==> config.mk <==
export PLATFORM = sky130hd
export DESIGN_NAME = calc_cmd_sequencer
export DESIGN_NICKNAME = d
export VERILOG_FILES = /design/src/rtl/calc_pkg.sv /design/src/rtl/calc_btn_conditioner.sv /design/src/rtl/calc_cmd_sequencer.sv
export SDC_FILE = /design/constraint.sdc
export NUM_CORES = 1
export LEC_CHECK = 0
export CORE_ASPECT_RATIO = 1.25
export CORE_MARGIN = 2
export CORE_UTILIZATION = 54
export DETAILED_ROUTE_END_ITERATION = 16
export PLACE_DENSITY = 0.82
export SYNTH_ARGS = -nofsm -noshare
export SYNTH_HDL_FRONTEND = slang
export SYNTH_SLANG_ARGS = --single-unit
==> constraint.sdc <==
create_clock -name Clk -period 2.55 [get_ports Clk]
set_clock_uncertainty 0.05 [all_clocks]
set_input_delay 0.51 -clock Clk [delete_from_list [all_inputs] [get_ports Clk]]
set_output_delay 0.51 -clock Clk [all_outputs]
set_load 0.01 [all_outputs]
==> src/rtl/calc_pkg.sv <==
// Shared opcodes, command record and sizing constants for the calculator command sequencer.
package calc_pkg;

  typedef enum logic [1:0] {
    OP_PUSH = 2'd0,
    OP_POP  = 2'd1,
    OP_ADD  = 2'd2,
    OP_MUL  = 2'd3
  } calc_op_e;

  typedef enum logic [1:0] {
    S_IDLE   = 2'd0,
    S_CHECK  = 2'd1,
    S_ISSUE  = 2'd2,
    S_REJECT = 2'd3
  } seq_state_e;

  typedef struct packed {
    calc_op_e   op;
    logic [7:0] data;
  } calc_cmd_t;

  localparam int FIFO_DEPTH    = 4;
  localparam int STACK_MAX     = 8;
  localparam int TURBO_LOCKOUT = 4;

endpackage

==> src/rtl/calc_btn_conditioner.sv <==
// One pushbutton: 2-flop synchroniser, rising-edge detect, then a down-counting
// re-trigger lockout. Emits a registered one-cycle pulse per accepted press.
module calc_btn_conditioner
  import calc_pkg::*;
#(
  parameter int LOCKOUT_SLOW = 1000000,
  parameter int CNT_W        = 20
) (
  input  logic clk_i,
  input  logic rst_i,
  input  logic btn_i,
  input  logic turbo_i,
  output logic pulse_o
);

  logic             sync1_q, sync2_q, prev_q, pulse_q;
  logic [CNT_W-1:0] cnt_q, cnt_d;
  logic             rise;
  logic             accept;

  assign rise   = sync2_q & ~prev_q;
  assign accept = rise && (cnt_q == '0);

  // Edges seen while the counter is non-zero are dropped without restarting it.
  always_comb begin
    cnt_d = cnt_q;
    if (accept) begin
      cnt_d = turbo_i ? CNT_W'(TURBO_LOCKOUT) : CNT_W'(LOCKOUT_SLOW);
    end else if (cnt_q != '0) begin
      cnt_d = cnt_q - CNT_W'(1);
    end
  end

  always_ff @(posedge clk_i) begin
    if (rst_i) begin
      sync1_q <= 1'b0;
      sync2_q <= 1'b0;
      prev_q  <= 1'b0;
      pulse_q <= 1'b0;
      cnt_q   <= '0;
    end else begin
      sync1_q <= btn_i;
      sync2_q <= sync1_q;
      prev_q  <= sync2_q;
      pulse_q <= accept;
      cnt_q   <= cnt_d;
    end
  end

  assign pulse_o = pulse_q;

endmodule

==> src/rtl/calc_cmd_sequencer.sv <==
// Turns four conditioned buttons into a queued command stream for the stack CPU,
// refusing commands that would over/underflow the tracked stack depth.
// state  | meaning
// IDLE   | wait for a queued command, pop head into the output register
// CHECK  | test the held command against the tracked depth
// ISSUE  | offer the command, hold until CmdReady
// REJECT | one-cycle ErrStack pulse, command dropped
module calc_cmd_sequencer #(
  parameter int FIFO_DEPTH   = calc_pkg::FIFO_DEPTH,
  parameter int STACK_MAX    = calc_pkg::STACK_MAX,
  parameter int LOCKOUT_SLOW = 1000000
) (
  input  logic       Clk,
  input  logic       Reset,
  input  logic [7:0] Din,
  input  logic       Sample,
  input  logic [2:0] Btns,
  input  logic       Turbo,
  output logic       CmdValid,
  output logic [1:0] CmdOp,
  output logic [7:0] CmdData,
  input  logic       CmdReady,
  output logic [3:0] Depth,
  output logic       ErrFull,
  output logic       ErrStack
);

  localparam int CNT_W = ($clog2(LOCKOUT_SLOW + 1) > 3) ? $clog2(LOCKOUT_SLOW + 1) : 3;
  localparam int PTR_W = (FIFO_DEPTH > 1) ? $clog2(FIFO_DEPTH) : 1;
  localparam logic [PTR_W:0] CNT_FULL  = (PTR_W + 1)'(FIFO_DEPTH);
  localparam logic [3:0]     DEPTH_MAX = 4'(STACK_MAX);

  logic [3:0] btn_raw, btn_pulse;
  assign btn_raw = {Sample, Btns};

  for (genvar g = 0; g < 4; g++) begin : g_btn
    calc_btn_conditioner #(
      .LOCKOUT_SLOW (LOCKOUT_SLOW),
      .CNT_W        (CNT_W)
    ) u_cond (
      .clk_i   (Clk),
      .rst_i   (Reset),
      .btn_i   (btn_raw[g]),
      .turbo_i (Turbo),
      .pulse_o (btn_pulse[g])
    );
  end

  calc_pkg::calc_cmd_t enq_cmd;
  logic                enq;

  // Bit 3 is Push, so scanning downward gives Push > Pop > Add > Mult.
  always_comb begin
    enq          = 1'b1;
    enq_cmd.op   = calc_pkg::OP_PUSH;
    enq_cmd.data = Din;
    if (btn_pulse[3]) begin
      enq_cmd.op = calc_pkg::OP_PUSH;
    end else if (btn_pulse[2]) begin
      enq_cmd.op   = calc_pkg::OP_POP;
      enq_cmd.data = 8'd0;
    end else if (btn_pulse[1]) begin
      enq_cmd.op   = calc_pkg::OP_ADD;
      enq_cmd.data = 8'd0;
    end else if (btn_pulse[0]) begin
      enq_cmd.op   = calc_pkg::OP_MUL;
      enq_cmd.data = 8'd0;
    end else begin
      enq = 1'b0;
    end
  end

  calc_pkg::calc_cmd_t mem_q [FIFO_DEPTH];
  logic [PTR_W-1:0]    wr_ptr_q, rd_ptr_q;
  logic [PTR_W:0]      count_q;
  logic                deq, full, wr_ok, err_full_q;

  assign full  = (count_q == CNT_FULL);
  assign wr_ok = enq && (!full || deq);

  always_ff @(posedge Clk) begin
    if (wr_ok) mem_q[wr_ptr_q] <= enq_cmd;
  end

  always_ff @(posedge Clk) begin
    if (Reset) begin
      wr_ptr_q   <= '0;
      rd_ptr_q   <= '0;
      count_q    <= '0;
      err_full_q <= 1'b0;
    end else begin
      err_full_q <= enq && full && !deq;
      if (wr_ok) wr_ptr_q <= wr_ptr_q + PTR_W'(1);
      if (deq)   rd_ptr_q <= rd_ptr_q + PTR_W'(1);
      if (wr_ok && !deq)      count_q <= count_q + (PTR_W + 1)'(1);
      else if (!wr_ok && deq) count_q <= count_q - (PTR_W + 1)'(1);
    end
  end

  calc_pkg::seq_state_e state_q, state_d;
  calc_pkg::calc_op_e   op_q, op_d;
  logic [7:0]           data_q, data_d;
  logic [3:0]           depth_q, depth_d;
  logic                 legal, cmd_valid, err_stack;

  always_comb begin
    case (op_q)
      calc_pkg::OP_PUSH: legal = (depth_q < DEPTH_MAX);
      calc_pkg::OP_POP:  legal = (depth_q >= 4'd1);
      default:           legal = (depth_q >= 4'd2);
    endcase
  end

  always_comb begin
    state_d   = state_q;
    op_d      = op_q;
    data_d    = data_q;
    depth_d   = depth_q;
    deq       = 1'b0;
    cmd_valid = 1'b0;
    err_stack = 1'b0;
    case (state_q)
      calc_pkg::S_IDLE: begin
        if (count_q != '0) begin
          deq     = 1'b1;
          op_d    = mem_q[rd_ptr_q].op;
          data_d  = mem_q[rd_ptr_q].data;
          state_d = calc_pkg::S_CHECK;
        end
      end
      calc_pkg::S_CHECK: state_d = legal ? calc_pkg::S_ISSUE : calc_pkg::S_REJECT;
      calc_pkg::S_ISSUE: begin
        cmd_valid = 1'b1;
        if (CmdReady) begin
          state_d = calc_pkg::S_IDLE;
          depth_d = (op_q == calc_pkg::OP_PUSH) ? depth_q + 4'd1 : depth_q - 4'd1;
        end
      end
      calc_pkg::S_REJECT: begin
        err_stack = 1'b1;
        state_d   = calc_pkg::S_IDLE;
      end
      default: state_d = calc_pkg::S_IDLE;
    endcase
  end

  always_ff @(posedge Clk) begin
    if (Reset) begin
      state_q <= calc_pkg::S_IDLE;
      op_q    <= calc_pkg::OP_PUSH;
      data_q  <= 8'd0;
      depth_q <= 4'd0;
    end else begin
      state_q <= state_d;
      op_q    <= op_d;
      data_q  <= data_d;
      depth_q <= depth_d;
    end
  end

  assign CmdValid = cmd_valid;
  assign CmdOp    = op_q;
  assign CmdData  = data_q;
  assign Depth    = depth_q;
  assign ErrFull  = err_full_q;
  assign ErrStack = err_stack;

endmodule

# Word-level counts from Yosys, hierarchy flattened

Memory sizes are Yosys's and may differ from the RTL's. A register that Yosys moved wholly into a read port is not among the register bits.
Index checks and enable logic that the tools add are counted.

Register bits after elaboration: 110
Memory bits (writable): 40
Bits of input ports: 16
Output and inout port bits: 17
Word-level logic and storage cells: 119
Memories kept: 1

Memory list:

| name  | depth | bits a word | read ports | clocked after Yosys merged registers in | wr ports | RTL line                 | RTL |
|---|---|---|---|---|---|---|---|
| mem_q | 4     | 10          | 1          | 1                                       | 1        | calc_cmd_sequencer.sv:73 | `calc_pkg::calc_cmd_t mem_q [FIFO_DEPTH];` |

Add/sub/neg operators: 10
Magnitude comparators: 3
Eq/ne operators: 7
Multiplexer cells: 32
Bitwise gates (word level): 8
Reductions and logical operators: 32

Operators with widths:

| cell                                                              | number |
|---|---|
| 2-to-1 mux 20 bit                                                 | 9 |
| zero test 20 bit                                                  | 4 |
| nonzero test 20 bit                                               | 4 |
| subtractor 20 x 1 -> 20 bit, second input constant                | 4 |
| 2-to-1 mux 10 bit                                                 | 3 |
| 2-to-1 mux 1 bit                                                  | 11 |
| nonzero test 2 bit                                                | 5 |
| logical AND 1 bit                                                 | 9 |
| 2-to-1 mux 8 bit                                                  | 1 |
| case mux 2 bit (4 select lines)                                   | 1 |
| 2-to-1 mux 2 bit                                                  | 3 |
| 2-to-1 mux 3 bit                                                  | 2 |
| AND reduction 2 bit                                               | 3 |
| adder 2 x 1 -> 2 bit, second input constant                       | 2 |
| adder 4 x 1 -> 4 bit, second input constant                       | 1 |
| AND 1 bit                                                         | 4 |
| == test 2 x 1 -> 1 bit, second input constant                     | 2 |
| == test 2 bit, second input constant                              | 2 |
| greater-or-equal comparator 4 x 1 -> 1 bit, second input constant | 1 |
| greater-or-equal comparator 4 x 2 -> 1 bit, second input constant | 1 |
| zero test 2 bit                                                   | 2 |
| < comparator 4 bit, second input constant                         | 1 |
| 2-to-1 mux 4 bit                                                  | 1 |
| inequality test 2 bit, second input constant                      | 2 |
| 9 further kinds                                                   | 14 |

# Logic depth before layout (Yosys ltp)

Gate-level depths: netlist of the first run.

Depth after elaboration: 9
Gate-level depth with buffers: 11
Gate-level depth less buffers: 9

# Cells and area by module

Synthesis of the first run repeated with hierarchy kept, for this count alone.

Cell total of the unflattened synthesis: 706
Area, all modules: 7186.9 µm²

Modules (own cells, without submodules):

| module               | instances | cells each | area each (µm²) | seq. area each (µm²) |
|---|---|---|---|---|
| calc_btn_conditioner | 4         | 126        | 1119.8          | 480.5 |
| calc_cmd_sequencer   | 1         | 202        | 2707.6          | 1681.6 |

# Worst setup path after synthesis of the first run

OpenSTA, ideal clock, no wires.

Kind: reg-to-reg
From: reg count_q[0]
To: reg count_q[2]
Setup time: 0.070 ns
Arrival: 2.434 ns
Data required time: 2.430 ns
Slack: -0.004 ns
Cell stages (with the launch flop): 11
Buffers on the path: 1
Clock period less this slack: 2.554 ns
Cells stage by stage: dfxtp_1 -> or3_1 -> and2_1 -> inv_1 -> clkbuf_1 -> ha_1 -> inv_1 -> fa_1 -> xor2_1 -> or3_1 -> a21oi_1

Longest elaborated chain between the ends: 8
Elaborated cells between the ends (all ways): 16
Those cells by class: add/sub: 2; eq/ne: 1; mux: 4; reduce/logical: 9

Ends and longest elaborated chain:

| element                      | RTL line                  | RTL |
|---|---|---|
| start, declared              | calc_cmd_sequencer.sv:75  | `logic [PTR_W:0] count_q;` |
| start signal, assigned       | calc_cmd_sequencer.sv:95  | `if (wr_ok && !deq) count_q <= count_q + (PTR_W + 1)'(1);` |
| start signal, assigned       | calc_cmd_sequencer.sv:96  | `else if (!wr_ok && deq) count_q <= count_q - (PTR_W + 1)'(1);` |
| nonzero test 3 bit           | calc_cmd_sequencer.sv:124 | `if (count_q != '0) begin` |
| 2-to-1 mux 1 bit             | calc_cmd_sequencer.sv:124 |  |
| 2-to-1 mux 1 bit             | calc_cmd_sequencer.sv:122 | `case (state_q)` |
| logical OR 1 bit             | calc_cmd_sequencer.sv:79  | `assign wr_ok = enq && (!full \|\| deq);` |
| logical AND 1 bit            | calc_cmd_sequencer.sv:79  |  |
| zero test 1 bit              | calc_cmd_sequencer.sv:96  |  |
| logical AND 1 bit            | calc_cmd_sequencer.sv:96  |  |
| nonzero test 2 bit (no line) | n/a                       |  |

Several ways; a longest one is shown, not always the timed one. The select of a mux whose other input is x is not followed.
A chain may end at the register's enable or synchronous reset.

# Final worst setup path of the first run

Ends and elaborated chain as after synthesis.

==> results of run 1 <==
flip-flops by register name (all words and copies together), names as in the netlist:
signal	flops
g_btn.u_cond.prev_q	4
mem_q	40
rd_ptr_q	2
g_btn.u_cond.sync1_q	4
state_q	2
g_btn.u_cond.sync2_q	4
wr_ptr_q	2
Depth	4
ErrFull	1
count_q	3
CmdOp	2
g_btn.u_cond.cnt_q	80
CmdData	8
g_btn.u_cond.pulse_o	4
power by group:
group | leakage, nW | total (mW) | switching [mW] | internal (mW)
logic | 1.42 | 5.00 | 2.84 | 2.16
registers | 1.34 | 3.95 | 0.712 | 3.23
clock network | 0.248 | 2.24 | 1.01 | 1.23
worst min path at each step:
stage	slack, ps	from	depth (start not counted)	end
6_report	390	g_btn[3].u_cond.sync1_q	1	g_btn[3].u_cond.sync2_q
5_1_grt	410	g_btn[3].u_cond.sync1_q	1	g_btn[3].u_cond.sync2_q
3_5_place_dp	380	g_btn[3].u_cond.sync1_q	1	g_btn[3].u_cond.sync2_q
2_1_floorplan	360	g_btn[0].u_cond.sync1_q	1	g_btn[0].u_cond.sync2_q
4_1_cts	400	g_btn[3].u_cond.sync1_q	1	g_btn[3].u_cond.sync2_q
3_3_place_gp	370	g_btn[0].u_cond.sync1_q	1	g_btn[0].u_cond.sync2_q
worst max-delay path: cells and delay by family (launching register included):
family          cells  cell delay (ps)
simple gates        3              890
fa+ha+maj           2              590
flops               1              360
xor+xnor            1              190
buf+inv             2              140
compound gates      1              140
logic make-up (layout without fill, tap and decap cells):
| kind of cell | Yosys count | after routing | share of synthesized area, % |
|---|---|---|---|
| AO/OA/AOI/OAI | 149 | 149 | 13.2 |
| XOR/XNOR | 26 | 26 | 3.14 |
| adder cells (fa/ha/maj) | 13 | 13 | 2.34 |
| buffers and inverters | 49 | 105 | 3.00 |
| flip-flops | 160 | 160 | 49.6 |
| multiplexers | 27 | 27 | 5.65 |
| AND/OR/NAND/NOR | 299 | 299 | 23.1 |
Yosys cell counts (4+ instances only):
master / n / area (um^2)
a211oi_1: 8 / 60.1
a21o_1: 5 / 37.5
a21oi_1: 61 / 305
a31oi_1: 7 / 43.8
and2_1: 9 / 56.3
and3_1: 6 / 37.5
buf_2: 4 / 20.0
clkbuf_1: 18 / 67.6
dfxtp_1: 120 / 2400
edfxtp_1: 40 / 1200
ha_1: 12 / 150
inv_1: 21 / 78.8
mux2_1: 7 / 78.8
mux2_2: 5 / 56.3
mux2i_1: 5 / 50.1
mux4_2: 10 / 225
nand2_1: 48 / 180
nand2b_1: 7 / 43.8
nand3_1: 11 / 55.1
nand3b_1: 5 / 37.5
nand4_1: 12 / 75.1
nor2_1: 61 / 229
nor2b_1: 38 / 238
nor3_1: 24 / 120
nor4_1: 15 / 93.8
o211ai_1: 5 / 37.5
o21ai_0: 20 / 100
o31ai_1: 16 / 120
o31ai_2: 4 / 50.1
o41ai_1: 9 / 78.8
or2_2: 6 / 37.5
or3_1: 21 / 131
or4_1: 12 / 90.1
xnor2_1: 14 / 123
xor2_1: 12 / 105
routing by layer:
| metal | up-vias | part of all wire, % | wire, um |
|---|---|---|---|
| met3 | 34 | 3.2 | 492 |
| met1 | 2690 | 39 | 6050 |
| met4 | 0 | 2.9 | 448 |
| li1 | 2756 | - | - |
| met2 | 116 | 54 | 8350 |
| met5 | - | 0 | 0 |
metrics by stage:
| stage | hold slack, ps | total power [mW] | util (%) | worst slack (ps) |
|---|---|---|---|---|
| 6_report | 391 | 11.2 | 63.3 | 141 |
| 5_1_grt | 408 | 12.0 | 63.3 | 0.923 |
| 4_1_cts | 395 | 11.2 | 63.3 | 129 |
| 3_5_place_dp | 379 | 8.94 | 59.4 | 154 |
| 3_3_place_gp | 371 | 8.62 | 59.4 | 298 |
| 2_1_floorplan | 364 | 7.62 | - | 75.2 |
layout make-up:
type | count | area [um^2] | area share (%)
multi-input cells | 514 | 3440 | 41.2
clock buffers | 17 | 425 | 5.10
flip-flops and latches | 160 | 3600 | 43.2
repair buffers | 52 | 480 | 5.76
clock inverters | 14 | 97.6 | 1.17
well taps | 171 | 214 | 2.56
inverters | 22 | 82.6 | 0.990
==> results_dict.tcl, run 1 <==
set metrics [dict create \
    synth_cell_type_count 64 \
    worst-setup-path-type "flop to flop" \
    grt_setup_unrepaired "false" \
    clk_pin_slew_worst_paths_ps 60 \
    core_area_mm2 0.0132 \
    ff2ff_setup_slack_ps 140 \
    path_cells "or3_1 -> and2_1 -> inv_1 -> ha_1 -> inv_1 -> fa_1 -> xor2_1 -> or3_1 -> a21oi_1" \
    drc 0 \
    ys_ff_latch 160 \
    drv_slew 0 \
    fmax_ghz 0.415 \
    met1_usage_pct 25.3 \
    first_pass_iters 5 \
    p_leak_nw 3.01 \
    path_max_fanout 4 \
    netlist_instances 723 \
    antennaDiodeCount 0 \
    dr.first_iter.drc_count 364 \
    grt.busiest_layer "met2" \
    numCtsBuffers 17 \
    cts_htree_levels 4 \
    tns_ps 0 \
    grt_overflow 0 \
    die_w_um 108 \
    antenna_found_initial 0 \
    placed_area_mm2 0.00782 \
    gp_congestion 0.828 \
    synth_edf_count 40 \
    die_height_um 134 \
    cts-resized-gates 0 \
    synth.yosys.seq_area_share_pct 49.6 \
    rr_worst_depth 9 \
    post-route-min-period_ps 2410 \
    clock_path_buffers 2 \
    grt_usage_pct 22.9 \
    report.final.hold_viol_count 0 \
    cts_setup_buffers 0 \
    cts_root_buf "clkbuf_16" \
    critPathLaunchType "flop" \
    use_met3_pct 4.89 \
    dpl.cell_count 919 \
    rows 47 \
    grt_pass1_vias 5607 \
    synthFlopType "dfxtp_1" \
    cp-end-kind "flop" \
    place.detailed.hpwl_mm 10.6 \
    crit_arrival_ps 2720 \
    final_area_mm2 0.00834 \
    slew_headroom_pct 47.4 \
    start_util_pct 55.1 \
    status "complete, no violations" \
    ctsHoldBuffers 0 \
    vias 5596 \
    drive_above_1_share_pct 11.9 \
    synth_nets 752 \
    peakVddDrop_uv 973 \
    r2r_end "count_q[2]" \
    syn_to_final_growth_pct 14.9 \
    wl_per_cell_um 16.2 \
    viasPerCell 5.89 \
    grt_util_met2_pct 41.2 \
    cp.required_ps 2860 \
    syn_area_per_cell_um2 10.0 \
    port_buffers 32 \
    powerDensity_mw_per_mm2 1340 \
    crit_path_end "count_q[2]" \
    setup_viol 0 \
    synth_warnings 0 \
    final_cell_mix "dfxtp_1 (120), nor2_1 (61), a21oi_1 (61)" \
    cpMaxStageDelayCell "or3_1" \
    hold_class "flop to flop" \
    wirelength_mm 15.3 \
    grt_max_degree 63 \
    async_reset_ff_share_pct 0 \
    synth_area_mm2 0.00726 \
    dieArea_mm2 0.0144 \
    clk_latency_ps 420 \
    slowest_delay_ps 410 \
    fin_cells 950 \
    fillers 1070 \
    final.period_utilization_pct 94.5 \
    cap_violations 0 \
    tritoncts "yes" \
    cts.sinks 160 \
    reg2reg_from "count_q[0]" \
    ant_nets 0 \
    worst_pin_slew_ps 785 \
    grt_pass1_wl_mm 26.0 \
    ios 33 \
    mostFrequentLayoutCell "dfxtp_1" \
    layout.nets 796 \
    cp-startpoint "count_q[0]" \
]
(Power assumes the default switching activity.)
==> run 2: changes to the inputs <==
--- a/config.mk
+++ b/config.mk
@@ -7,9 +7,10 @@
 export LEC_CHECK = 0
 export CORE_ASPECT_RATIO = 1.25
 export CORE_MARGIN = 2
-export CORE_UTILIZATION = 54
+export CORE_UTILIZATION = 60
 export DETAILED_ROUTE_END_ITERATION = 16
-export PLACE_DENSITY = 0.82
+export GPL_TIMING_DRIVEN = 0
+export PLACE_DENSITY = 0.86
 export SYNTH_ARGS = -nofsm -noshare
 export SYNTH_HDL_FRONTEND = slang
 export SYNTH_SLANG_ARGS = --single-unit
==> constraint.sdc (replaced) <==
create_clock -name Clk -period 2.5 [get_ports Clk]
set_clock_uncertainty 0.05 [all_clocks]
set_input_delay 0.5 -clock Clk [delete_from_list [all_inputs] [get_ports Clk]]
set_output_delay 0.5 -clock Clk [all_outputs]
set_load 0.01 [all_outputs]
==> run 2 against run 1 <==
  * Sequential power grew 1%
  * First-iteration DRC count grew 16%
  * Total power grew 6.9%
==> results_dict.tcl, run 2 (same netlist as run 1, synthesis figures left out) <==
set metrics [dict create \
    port_buffers 32 \
    antenna_found_initial 0 \
    tritoncts "yes" \
    p_leak_nw 3.05 \
    worst-setup-path-type "flop to flop" \
    fmax_ghz 0.406 \
    path_max_fanout 3 \
    ant_nets 0 \
    syn_to_final_growth_pct 17.1 \
    dpl.cell_count 916 \
    crit_path_end "count_q[2]" \
    grt_overflow 0 \
    die_w_um 102 \
    layout.nets 809 \
    worst_pin_slew_ps 713 \
    wl_per_cell_um 17.2 \
    drv_slew 0 \
    final_cell_mix "dfxtp_1 (118), nor2_1 (61), a21oi_1 (60)" \
    mostFrequentLayoutCell "dfxtp_1" \
    cp-end-kind "flop" \
    viasPerCell 6.11 \
    peakVddDrop_uv 949 \
    dr.first_iter.drc_count 423 \
    core_area_mm2 0.0117 \
    grt_usage_pct 26.2 \
    report.final.hold_viol_count 0 \
    rr_worst_depth 10 \
    antennaDiodeCount 0 \
    drive_above_1_share_pct 12.6 \
    fin_cells 954 \
    critPathLaunchType "flop" \
    ff2ff_setup_slack_ps 40 \
    slew_headroom_pct 52.3 \
    die_height_um 127 \
    final.period_utilization_pct 98.4 \
    grt_pass1_vias 5846 \
    rows 44 \
    cts_htree_levels 4 \
    vias 5831 \
    clk_pin_slew_worst_paths_ps 60 \
    clk_latency_ps 430 \
    numCtsBuffers 17 \
    largest_reg_flops 80 \
    setup_viol 0 \
    ios 33 \
    gp_congestion 0.860 \
    first_pass_iters 5 \
    hold_class "flop to flop" \
    powerDensity_mw_per_mm2 1410 \
    dieArea_mm2 0.0130 \
    cp.required_ps 2740 \
    cts.sinks 160 \
    clock_path_buffers 2 \
    r2r_end "count_q[2]" \
    fillers 822 \
    place.detailed.hpwl_mm 10.9 \
    regMostFlops "g_btn.u_cond.cnt_q" \
    status "complete, no violations" \
    drc 0 \
    post-route-min-period_ps 2460 \
    seqCellArea_mm2 0.00361 \
    cap_violations 0 \
    multi_input_area_mm2 0.00351 \
    wirelength_mm 16.4 \
    start_util_pct 61.9 \
    grt_max_degree 17 \
    grt_pass1_wl_mm 26.8 \
    reg2reg_from "count_q[0]" \
    finalPower_mw 12.0 \
    crit_arrival_ps 2700 \
    cts_root_buf "clkbuf_16" \
    holdPathStages 1 \
    cp-startpoint "count_q[0]" \
]
[run 2: metrics by stage]
stage	util [%]	setup WS, ps	instance area [um^2]	TNS (ps)	hold slack (ps)
floorplan	-	25.2	7260	0	364
global placement	66.4	-134	7780	-134	373
detailed placement	66.4	-278	7780	-278	378
CTS	71.7	24.7	8410	0	389
global route	72.5	-39.2	8500	-39.2	401
finish	72.5	39.9	8500	0	387
[run 2: worst min-delay path by stage]
| stage | startpoint | end | slack [ps] |
|---|---|---|---|
| after floorplan | g_btn[0].u_cond.sync1_q | g_btn[0].u_cond.sync2_q | 360 |
| after global placement | g_btn[2].u_cond.sync1_q | g_btn[2].u_cond.sync2_q | 370 |
| after detailed placement | g_btn[3].u_cond.sync1_q | g_btn[3].u_cond.sync2_q | 380 |
| after CTS | g_btn[3].u_cond.sync1_q | g_btn[3].u_cond.sync2_q | 390 |
| after global routing | g_btn[0].u_cond.sync1_q | g_btn[0].u_cond.sync2_q | 400 |
| final | g_btn[3].u_cond.sync1_q | g_btn[3].u_cond.sync2_q | 390 |
[run 2: cell type report]
class | instances | area share [%]
Multi-Input combinational cell | 514 | 41.3
Clock buffer | 18 | 5.05
Timing Repair Buffer | 39 | 4.39
Tap cell | 161 | 2.37
Clock inverter | 14 | 1.84
Sequential cell | 160 | 42.5
Inverter | 22 | 0.971
Buffer | 26 | 1.66
[run 2: repair_timing]
action                                 CTS  global route
gates resized for setup                 10            10
setup endpoints to repair                2            11
setup buffers                            1             6
endpoints found under the hold margin    0             0
hold buffers                             0             0
pin swaps                                0             4
[run 2: critical path, cell delays in order, from the launching register on]
cell and delay [ps]:
dfxtp_4 340, or3_4 400, and2_4 160, inv_2 60
clkbuf_8 120, ha_4 140, inv_2 50, fa_2 400
xor2_2 190, o21ai_0 310, a21oi_2 100
[run 2: routing by layer]
| metal | vias up | global-route usage (%) | share of wire, % |
|---|---|---|---|
| met1 | 2817 | 29.4 | 40 |
| met4 | 0 | 13.0 | 2.5 |
| li1 | 2779 | - | - |
| met5 | - | 0 | 0 |
| met2 | 191 | 46.5 | 53 |
| met3 | 44 | 5.20 | 4.2 |
[run 2: power breakdown]
| part | leakage, nW | internal [mW] | switching (mW) |
|---|---|---|---|
| Clock | 0.276 | 1.49 | 1.08 |
| Sequential | 1.34 | 3.30 | 0.697 |
| Combinational | 1.43 | 2.28 | 3.11 |
| Total | 3.05 | 7.07 | 4.89 |
